### config.mk
export PLATFORM = sky130hd
export DESIGN_NAME = mem_arbiter
export DESIGN_NICKNAME = d
export VERILOG_FILES = /design/src/rtl/mem_arbiter_pkg.sv /design/src/rtl/mem_tag_table.sv /design/src/rtl/mem_arbiter.sv
export SDC_FILE = /design/constraint.sdc
export NUM_CORES = 1
export LEC_CHECK = 0
export ABC_AREA = 1
export ABC_CLOCK_PERIOD_IN_PS = 3700
export CORE_AREA = 2 2 169 171
export CTS_CLUSTER_SIZE = 10
export DETAILED_ROUTE_END_ITERATION = 10
export DIE_AREA = 0 0 171 173
export GPL_TIMING_DRIVEN = 0
export PLACE_DENSITY = 0.48
export SYNTH_ARGS = -nofsm -noshare
export SYNTH_HDL_FRONTEND = slang
export SYNTH_SLANG_ARGS = --single-unit
### constraint.sdc
create_clock -name clock -period 3.7 [get_ports clock]
set_input_delay 0.74 -clock clock [delete_from_list [all_inputs] [get_ports clock]]
set_output_delay 0.74 -clock clock [all_outputs]
set_load 0.005 [all_outputs]
### src/rtl/mem_arbiter_pkg.sv
// Shared types for the I/D memory arbiter: bus commands, tags and
// the per-tag ownership entry.
package mem_arbiter_pkg;

    localparam int XLEN = 32;
    localparam int TAG_W = 4;

    typedef enum logic [1:0] {
        BUS_NONE  = 2'd0,
        BUS_LOAD  = 2'd1,
        BUS_STORE = 2'd2
    } BUS_COMMAND;

    typedef logic [TAG_W-1:0] MEM_TAG;

    typedef struct packed {
        logic valid;
        logic squash;
        logic owner_d;
    } tag_entry_t;

endpackage

### src/rtl/mem_tag_table.sv
// Outstanding-load ownership table indexed by memory tag; supports
// write, lookup-and-clear and squash-all-I-owned in the same cycle.
module mem_tag_table
    import mem_arbiter_pkg::*;
#(
    parameter int NUM_MEM_TAGS = 16
) (
    input  logic             clock,
    input  logic             reset,
    input  logic             wr_en,
    input  logic [TAG_W-1:0] wr_tag,
    input  logic             wr_owner_d,
    input  logic [TAG_W-1:0] lookup_tag,
    input  logic             squash_i,
    output logic             hit,
    output logic             hit_owner_d
);

    tag_entry_t entries [NUM_MEM_TAGS];
    tag_entry_t cur;
    logic       returning;

    always_comb begin
        cur         = entries[lookup_tag];
        returning   = (lookup_tag != '0) && cur.valid;
        hit         = returning && !cur.squash;
        hit_owner_d = cur.owner_d;
    end

    // A new allocation is applied last so it survives a same-tag return.
    always_ff @(posedge clock or posedge reset) begin
        if (reset) begin
            for (int i = 0; i < NUM_MEM_TAGS; i++)
                entries[i] <= '0;
        end else begin
            for (int i = 0; i < NUM_MEM_TAGS; i++)
                if (squash_i && entries[i].valid && !entries[i].owner_d)
                    entries[i].squash <= 1'b1;
            if (returning)
                entries[lookup_tag] <= '0;
            if (wr_en)
                entries[wr_tag] <= '{valid: 1'b1, squash: 1'b0,
                                     owner_d: wr_owner_d};
        end
    end

endmodule

### src/rtl/mem_arbiter.sv
// Arbitrates I-side and D-side requests onto one memory port, with
// starvation protection for fetch and tag-based return routing.
module mem_arbiter
    import mem_arbiter_pkg::*;
#(
    parameter int STARVE_LIMIT = 4,
    parameter int NUM_MEM_TAGS = 16
) (
    input  logic            clock,
    input  logic            reset,
    input  logic            branch_flush_en,
    input  logic            icache_req_valid,
    input  logic [XLEN-1:0] icache_req_addr,
    output logic            icache_req_ack,
    output logic            icache_resp_valid,
    output logic [63:0]     icache_resp_data,
    input  logic            dcache_req_valid,
    input  logic [1:0]      dcache_req_cmd,
    input  logic [XLEN-1:0] dcache_req_addr,
    input  logic [63:0]     dcache_req_data,
    output logic            dcache_req_ack,
    output logic            dcache_resp_valid,
    output logic [63:0]     dcache_resp_data,
    output logic [1:0]      proc2mem_command,
    output logic [XLEN-1:0] proc2mem_addr,
    output logic [63:0]     proc2mem_data,
    input  logic [3:0]      mem2proc_response,
    input  logic [3:0]      mem2proc_tag,
    input  logic [63:0]     mem2proc_data
);

    localparam int CNT_W = $clog2(STARVE_LIMIT + 1);

    logic [CNT_W-1:0] starve_cnt;
    logic             starved;
    logic             grant_i;
    logic             grant_d;
    logic             accept;
    logic             alloc;
    logic             hit;
    logic             hit_owner_d;

    assign starved = (starve_cnt == CNT_W'(STARVE_LIMIT));
    assign accept  = (mem2proc_response != '0);

    always_comb begin
        grant_i = !reset && icache_req_valid && !branch_flush_en
                  && (!dcache_req_valid || starved);
        grant_d = !reset && dcache_req_valid && !grant_i;
        alloc   = accept && (grant_i
                  || (grant_d && dcache_req_cmd == BUS_LOAD));
    end

    always_comb begin
        proc2mem_command = BUS_NONE;
        proc2mem_addr    = '0;
        proc2mem_data    = '0;
        if (grant_i) begin
            proc2mem_command = BUS_LOAD;
            proc2mem_addr    = icache_req_addr;
        end else if (grant_d) begin
            proc2mem_command = dcache_req_cmd;
            proc2mem_addr    = dcache_req_addr;
            proc2mem_data    = dcache_req_data;
        end
    end

    assign icache_req_ack = grant_i && accept;
    assign dcache_req_ack = grant_d && accept;

    always_comb begin
        icache_resp_valid = !reset && hit && !hit_owner_d;
        dcache_resp_valid = !reset && hit && hit_owner_d;
        icache_resp_data  = icache_resp_valid ? mem2proc_data : '0;
        dcache_resp_data  = dcache_resp_valid ? mem2proc_data : '0;
    end

    // Counts D wins against a waiting fetch; rejected grants do not count.
    always_ff @(posedge clock or posedge reset) begin
        if (reset)
            starve_cnt <= '0;
        else if (icache_req_ack)
            starve_cnt <= '0;
        else if (dcache_req_ack && icache_req_valid && !starved)
            starve_cnt <= starve_cnt + 1'b1;
    end

    mem_tag_table #(
        .NUM_MEM_TAGS(NUM_MEM_TAGS)
    ) u_tag_table (
        .clock       (clock),
        .reset       (reset),
        .wr_en       (alloc),
        .wr_tag      (mem2proc_response),
        .wr_owner_d  (grant_d),
        .lookup_tag  (mem2proc_tag),
        .squash_i    (branch_flush_en),
        .hit         (hit),
        .hit_owner_d (hit_owner_d)
    );

endmodule

==> flow_metrics.py, run 1 <==
metrics = {
    "setup_path": {
        "reg2reg_slack_ns": 1.58,
        "crit_path_cell_trace": "clkdlybuf4s50_1, nand3_2, inv_1, buf_1, a22o_1, clkdlybuf4s50_1",
        "max_stage_delay_ns": 0.57,
        "worst_setup_path_end_kind": "output port",
        "worstReg2RegStart": "starve_cnt[0]",
        "cp.arrival_ns": 2.84,
        "cp_slowest_cell": "clkdlybuf4s50_1",
        "required_ns": 2.96,
        "reg2regPathDepth": 10,
        "crit_type": "primary input to output port",
        "path_common_cell": "clkdlybuf4s50_1",
        "start_kind": "primary input",
        "crit_fanout": 10,
        "r2r-end": "u_tag_table.entries[30]",
    },
    "clock_network": {
        "clockRootBuffer": "clkbuf_16",
        "cts_tree": "yes",
        "cts_buffer_depth": 2,
        "path_clk_slew_ns": 0.07,
        "tritoncts.num_buffers": 5,
        "clock_latency_ns": 0.29,
        "cts.sinks": 50,
        "htreeDepth": 2,
    },
    "sta": {
        "whs_ns": 0.461,
        "max_slew_margin_pct": 48.4,
        "finalCriticalPeriod_ns": 3.58,
        "worstMarginPinSlew_ns": 0.769,
        "tns_ns": 0,
        "max_freq_mhz": 279,
        "period_share_pct": 96.8,
        "setup_viol": 0,
        "finalClockSkew_ns": 0.00516,
        "slew_violations": 0,
        "hold_viol": 0,
        "grt_setup_unrepaired": "no",
    },
    "finish": {
        "layout_commonest_cell": "clkdlybuf4s50_1",
        "syn_to_final_growth_pct": 116,
        "fin_nets": 1461,
        "final_cell_mix": "clkdlybuf4s50_1 (422), nor2_1 (215), inv_1 (186)",
        "fillers": 3070,
        "stdcell_area_sq_um": 9760,
        "drive_above_1_share_pct": 5.67,
        "instances_no_fill": 1637,
    },
    "synth": {
        "synth_top_area_cell": "dfrtp_1",
        "postSynthCellCount": 802,
        "yosysUniqueCellTypes": 25,
        "syn-num-nets": 1011,
        "synth.area.top_cells": "dfrtp_1 (28%), nor2_1 (19%), inv_1 (16%)",
        "yosysTopAreaCellShare_pct": 27.7,
        "ys_seq_elements": 50,
        "syn_area_sq_um": 4520,
        "synth.avg_cell_area_sq_um": 5.64,
        "yosysSeqAreaShare_pct": 27.7,
        "yosys_warnings": 0,
    },
    "power_and_ir_drop": {
        "total_power_mw": 2.20,
        "power_density_nw_per_um2": 226,
        "p_sw_mw": 0.731,
        "p_seq_share_pct": 34.3,
        "clkPwrFrac_pct": 21.6,
        "p_leak_nw": 4.81,
        "p_comb_share_pct": 44.1,
        "peakVddDrop_uv": 209,
        "switching_share_pct": 33.2,
        "intPower_mw": 1.47,
    },
    "floorplan": {
        "core_sq_um": 27600,
        "die_x_um": 171,
        "ios": 437,
        "initial_core_util_pct": 16.4,
        "num_rows": 61,
        "die-area_sq_um": 29600,
        "die_y_um": 173,
    },
    "detailed_routing": {
        "vias": 6539,
        "routedWlPerCell_um": 17.0,
        "antenna_left": 0,
        "via_per_inst": 3.99,
        "routed_wl_mm": 27.8,
        "drc": 0,
        "drt_pass1_iterations": 4,
        "drtIter0Drc": 244,
    },
    "placed_design": {
        "hpwlAfterDp_mm": 24.4,
        "dp.cells": 1615,
        "portBuffers": 434,
        "placed_area_sq_um": 9360,
        "gp_congestion": 0.830,
    },
    "status": {
        "run_status": "finished clean",
    },
    "flow_run": {
        "maxCapViolCount": 0,
    },
    "global_routing": {
        "grt_pass1_vias": 6382,
        "grt_overflow": 0,
        "grt_max_degree": 18,
        "grt_use_total_pct": 17.9,
        "grt_pass1_wl_mm": 39.2,
        "antenna_found_initial": 7,
    },
    "hold_path": {
        "worstHoldEndpoint": "u_tag_table.entries[45]",
        "hp-class": "register to register",
        "worstHoldPathCells": 1,
        "hp-start": "u_tag_table.entries[45]",
    },
}
-- per-stage QoR --
| stage | setup WS [ns] | utilization [%] |
|---|---|---|
| global placement | -2.05 | 33.8 |
| detailed placement | -0.762 | 33.9 |
| global route | 0.00150 | 35.3 |
| CTS | 0.00245 | 35.0 |
| floorplan | 0.107 | - |
| finish | 0.118 | 35.3 |
-- cell usage after synthesis --
library cell	n
o22ai_1	2
o21ai_0	17
nand2_1	168
o21ai_1	3
xor2_1	1
nand4_1	18
dfrtp_1	50
buf_1	3
nor3_1	4
a21oi_1	3
buf_4	3
inv_1	190
clkbuf_1	16
a31oi_1	5
o21bai_1	4
buf_2	5
a22o_1	32
nand3_1	35
inv_2	3
nor3b_1	1
o31ai_2	1
ha_1	2
buf_6	10
nor2_1	225
a211oi_1	1
-- timing repair --
| action | in CTS | in global routing |
|---|---|---|
| pin swaps | 1 | 0 |
| setup buffers | 4 | 1 |
| resized for setup | 54 | 20 |
| hold buffers | 0 | 0 |
| setup endpoints to repair | 218 | 154 |
| cloned | 2 | 1 |
-- cells by family (layout without fill, tap and decap cells) --
family	after synthesis	in the layout	synth area share [%]
AND/OR/NAND/NOR	451	451	39.6
buffers and inverters	230	681	21.1
AO/OA/AOI/OAI	68	68	10.8
flip-flops	50	50	27.7
adder cells (fa/ha/maj)	2	2	0.553
XOR/XNOR	1	1	0.194
other	0	6	0
-- power by group through the flow --
| stage | Combinational (mW) | Clock [mW] | Sequential (mW) |
|---|---|---|---|
| finish | 0.971 | 0.476 | 0.756 |
| detailed placement | 0.954 | 0 | 0.764 |
| floorplan | 0.414 | 0 | 0.736 |
| CTS | 0.977 | 0.490 | 0.754 |
| global route | 1.07 | 0.515 | 0.773 |
| global placement | 0.941 | 0 | 0.763 |
-- layout make-up --
class                      instances  area (sq um)  share of cell area (%)
antenna                            6          15.0                   0.154
clock inverter                     2          12.5                   0.128
multi-input combinational        522          2390                    24.5
sequential                        50          1250                    12.8
clock buffer                       6           139                    1.42
tap                              378           473                    4.85
buffer                            37           272                    2.78
timing repair inverter             1          8.76                  0.0898
inverter                         193           753                    7.72
timing repair buffer             442          4440                    45.5
-- critical path: cells and delay by family --
family                 cells  cell delay (ns)
AO/OA/AOI/OAI              1             0.23
buffers and inverters      4             1.70
AND/OR/NAND/NOR            1             0.18
-- how the worst max path moves through the flow --
stage | depth (start not counted) | slack, ns | endpoint | startpoint
3_3_place_gp | 9 | -2.05 | proc2mem_addr[24] | reset
6_report | 6 | 0.12 | proc2mem_addr[1] | icache_req_valid
2_1_floorplan | 7 | 0.11 | proc2mem_addr[10] | reset
4_1_cts | 16 | 0.002 | dcache_resp_data[50] | mem2proc_tag[0]
3_5_place_dp | 13 | -0.76 | dcache_resp_data[45] | mem2proc_tag[1]
5_1_grt | 14 | 0.001 | icache_resp_data[37] | mem2proc_tag[1]
-- state kept, by name, summed over array words and instances, names as in the netlist --
signal               count
starve_cnt               3
u_tag_table.entries     47
-- routing by layer --
layer,vias up,wire (um),global-route usage [%]
met2,320,15800,37.4
li1,3284,-,-
met3,18,2520,4.85
met5,-,0,0
met1,2917,8740,16.3
met4,0,692,5.16
Note: power is estimated with default switching activity, not from simulation.
==> run 2: changes to the inputs <==
--- a/config.mk
+++ b/config.mk
@@ -7,12 +7,12 @@
 export LEC_CHECK = 0
 export ABC_AREA = 1
 export ABC_CLOCK_PERIOD_IN_PS = 3700
-export CORE_AREA = 2 2 169 171
-export CTS_CLUSTER_SIZE = 10
+export CELL_PAD_IN_SITES_DETAIL_PLACEMENT = 1
+export CELL_PAD_IN_SITES_GLOBAL_PLACEMENT = 1
+export CORE_UTILIZATION = 16
 export DETAILED_ROUTE_END_ITERATION = 10
-export DIE_AREA = 0 0 171 173
 export GPL_TIMING_DRIVEN = 0
-export PLACE_DENSITY = 0.48
+export PLACE_DENSITY = 0.74
 export SYNTH_ARGS = -nofsm -noshare
 export SYNTH_HDL_FRONTEND = slang
 export SYNTH_SLANG_ARGS = --single-unit
==> run 2 against run 1 <==
Against the previous run:
- global-route usage grew 1.7 points
- clock power fell by 2%
- critical path depth rose by 6
- clock skew about the same
- clock-buffer cell count did not move
- hold slack better by 0.0075 ns
- cell area decreased by 0.47%
- maximum frequency up 1.1%
- register-to-register slack got worse by 0.06 ns
- core utilization down 0.36 points
- routed wire length increased by 5.4%
- highest routed layer unchanged
==> flow_metrics.py, run 2 (same netlist as run 1, synthesis figures left out) <==
metrics = {
    "floorplan": {
        "initial_core_util_pct": 16.3,
        "die_x_um": 170,
        "num_rows": 61,
        "die_y_um": 170,
        "die-area_sq_um": 28900,
        "core_sq_um": 27800,
        "ios": 437,
    },
    "setup_path": {
        "required_ns": 2.96,
        "crit_type": "primary input to output port",
        "cp.arrival_ns": 2.80,
        "reg2regPathDepth": 11,
        "worst_setup_path_end_kind": "output port",
        "crit_fanout": 10,
        "start_kind": "primary input",
    },
    "clock_network": {
        "path_clk_slew_ns": 0.07,
        "clockRootBuffer": "clkbuf_16",
        "cts.sinks": 50,
        "tritoncts.num_buffers": 5,
        "cts_buffer_depth": 2,
        "clock_latency_ns": 0.29,
        "htreeDepth": 2,
        "cts_tree": "yes",
    },
    "power_and_ir_drop": {
        "p_leak_nw": 5.04,
        "power_density_nw_per_um2": 227,
        "p_sw_mw": 0.742,
        "clkPwrFrac_pct": 21.2,
        "intPower_mw": 1.46,
        "p_comb_share_pct": 44.4,
        "p_seq_share_pct": 34.4,
        "total_power_mw": 2.20,
        "switching_share_pct": 33.7,
        "peakVddDrop_uv": 181,
    },
    "sta": {
        "period_share_pct": 95.8,
        "hold_viol": 0,
        "grt_setup_unrepaired": "no",
        "max_freq_mhz": 282,
        "finalCriticalPeriod_ns": 3.54,
        "setup_viol": 0,
        "max_slew_margin_pct": 50.0,
        "slew_violations": 0,
        "finalClockSkew_ns": 0.00541,
        "worstMarginPinSlew_ns": 0.747,
    },
    "global_routing": {
        "grt_use_total_pct": 19.6,
        "grt_max_degree": 30,
        "grt_pass1_wl_mm": 42.1,
        "antenna_found_initial": 4,
        "grt_pass1_vias": 7005,
        "grt_overflow": 0,
    },
    "placed_design": {
        "gp_congestion": 0.847,
        "portBuffers": 434,
        "hpwlAfterDp_mm": 25.9,
    },
    "detailed_routing": {
        "drtIter0Drc": 181,
        "drt_pass1_iterations": 4,
        "routed_wl_mm": 29.3,
        "drc": 0,
        "routedWlPerCell_um": 18.0,
        "via_per_inst": 4.13,
        "vias": 6731,
        "antenna_left": 0,
    },
    "finish": {
        "largest_reg_flops": 47,
        "fin_nets": 1455,
        "syn_to_final_growth_pct": 115,
        "final_cell_mix": "clkdlybuf4s50_1 (403), nor2_1 (216), inv_1 (186)",
        "multi_input_area_sq_um": 2400,
        "fillers": 3530,
        "fin_util_pct": 34.9,
        "top_register": "u_tag_table.entries",
        "layout_commonest_cell": "clkdlybuf4s50_1",
        "seqCellArea_sq_um": 1250,
        "drive_above_1_share_pct": 5.06,
        "reg.largest.list": "u_tag_table.entries x47, starve_cnt x3",
    },
    "hold_path": {
        "worstHoldPathCells": 1,
        "hp-class": "register to register",
    },
    "status": {
        "run_status": "finished clean",
    },
    "flow_run": {
        "maxCapViolCount": 0,
    },
}
## run 2: power groups by stage
stage	registers (mW)	logic [mW]	clock network, mW
after global placement	0.759	0.939	0
after detailed placement	0.766	0.966	0
after CTS	0.756	0.985	0.475
after floorplan	0.736	0.414	0
final	0.756	0.977	0.467
after global routing	0.773	1.08	0.494
## run 2: per-layer routing
layer	share of wire (%)	global-route usage, %	routed length, um
met1	32	17.5	9420
met2	57	41.7	16700
met3	7.8	4.91	2290
met4	3.1	6.27	898
met5	0	0	0
## run 2: through the flow
stage | hold slack (ns) | cell area [sq um] | TNS, ns | std cells | setup WS (ns)
after floorplan | 0.429 | 4520 | 0 | 802 | 0.107
after global placement | 0.445 | 9340 | -369.36 | 1614 | -2.00
after detailed placement | 0.457 | 9360 | -113.19 | 1615 | -0.855
after CTS | 0.472 | 9610 | 0 | 1623 | 0.0122
after global routing | 0.490 | 9700 | 0 | 1624 | 0.0265
final | 0.468 | 9710 | 0 | 1628 | 0.156
## run 2: repair_timing
action / 4_1_cts / 5_1_grt
hold endpoints to repair: 0 / 0
gates resized for setup: 63 / 32
gates cloned: 1 / 0
buffers inserted: 1 / 0
hold buffers: 0 / 0
setup endpoints to repair: 227 / 115
pin swaps: 0 / 1
## run 2: cell type report
| type | count | area share [%] |
|---|---|---|
| Multi-Input combinational cell | 522 | 24.7 |
| Tap cell | 378 | 4.87 |
| Buffer | 37 | 2.76 |
| Clock buffer | 6 | 1.43 |
| Sequential cell | 50 | 12.9 |
| Timing Repair inverter | 1 | 0.0902 |
| Timing Repair Buffer | 436 | 45.3 |
| Inverter | 193 | 7.82 |
| Antenna cell | 5 | 0.129 |
## run 2: critical path, cell delays in order
cell and delay, ns:
dlygate4sd2_1 0.37, nand2_1 0.10, inv_1 0.17, nand2_1 0.09, nand2_1 0.09, inv_1 0.07, nand2_4 0.11, nand3_2 0.10
buf_6 0.17, buf_6 0.15, nor2_4 0.12, clkdlybuf4s50_1 0.51
## run 2: worst paths after layout
| check | startpoint | slack [ns] | endpoint |
|---|---|---|---|
| max in group asynchronous | reset | 2.64 | u_tag_table.entries[4] |
| setup reg to reg | starve_cnt[0] | 1.52 | u_tag_table.entries[24] |
| hold reg to reg | u_tag_table.entries[47] | 0.47 | u_tag_table.entries[47] |
| setup / recovery | mem2proc_tag[3] | 0.16 | dcache_resp_data[52] |
| hold / removal | u_tag_table.entries[47] | 0.47 | u_tag_table.entries[47] |
| min in group asynchronous | reset | 0.59 | starve_cnt[2] |
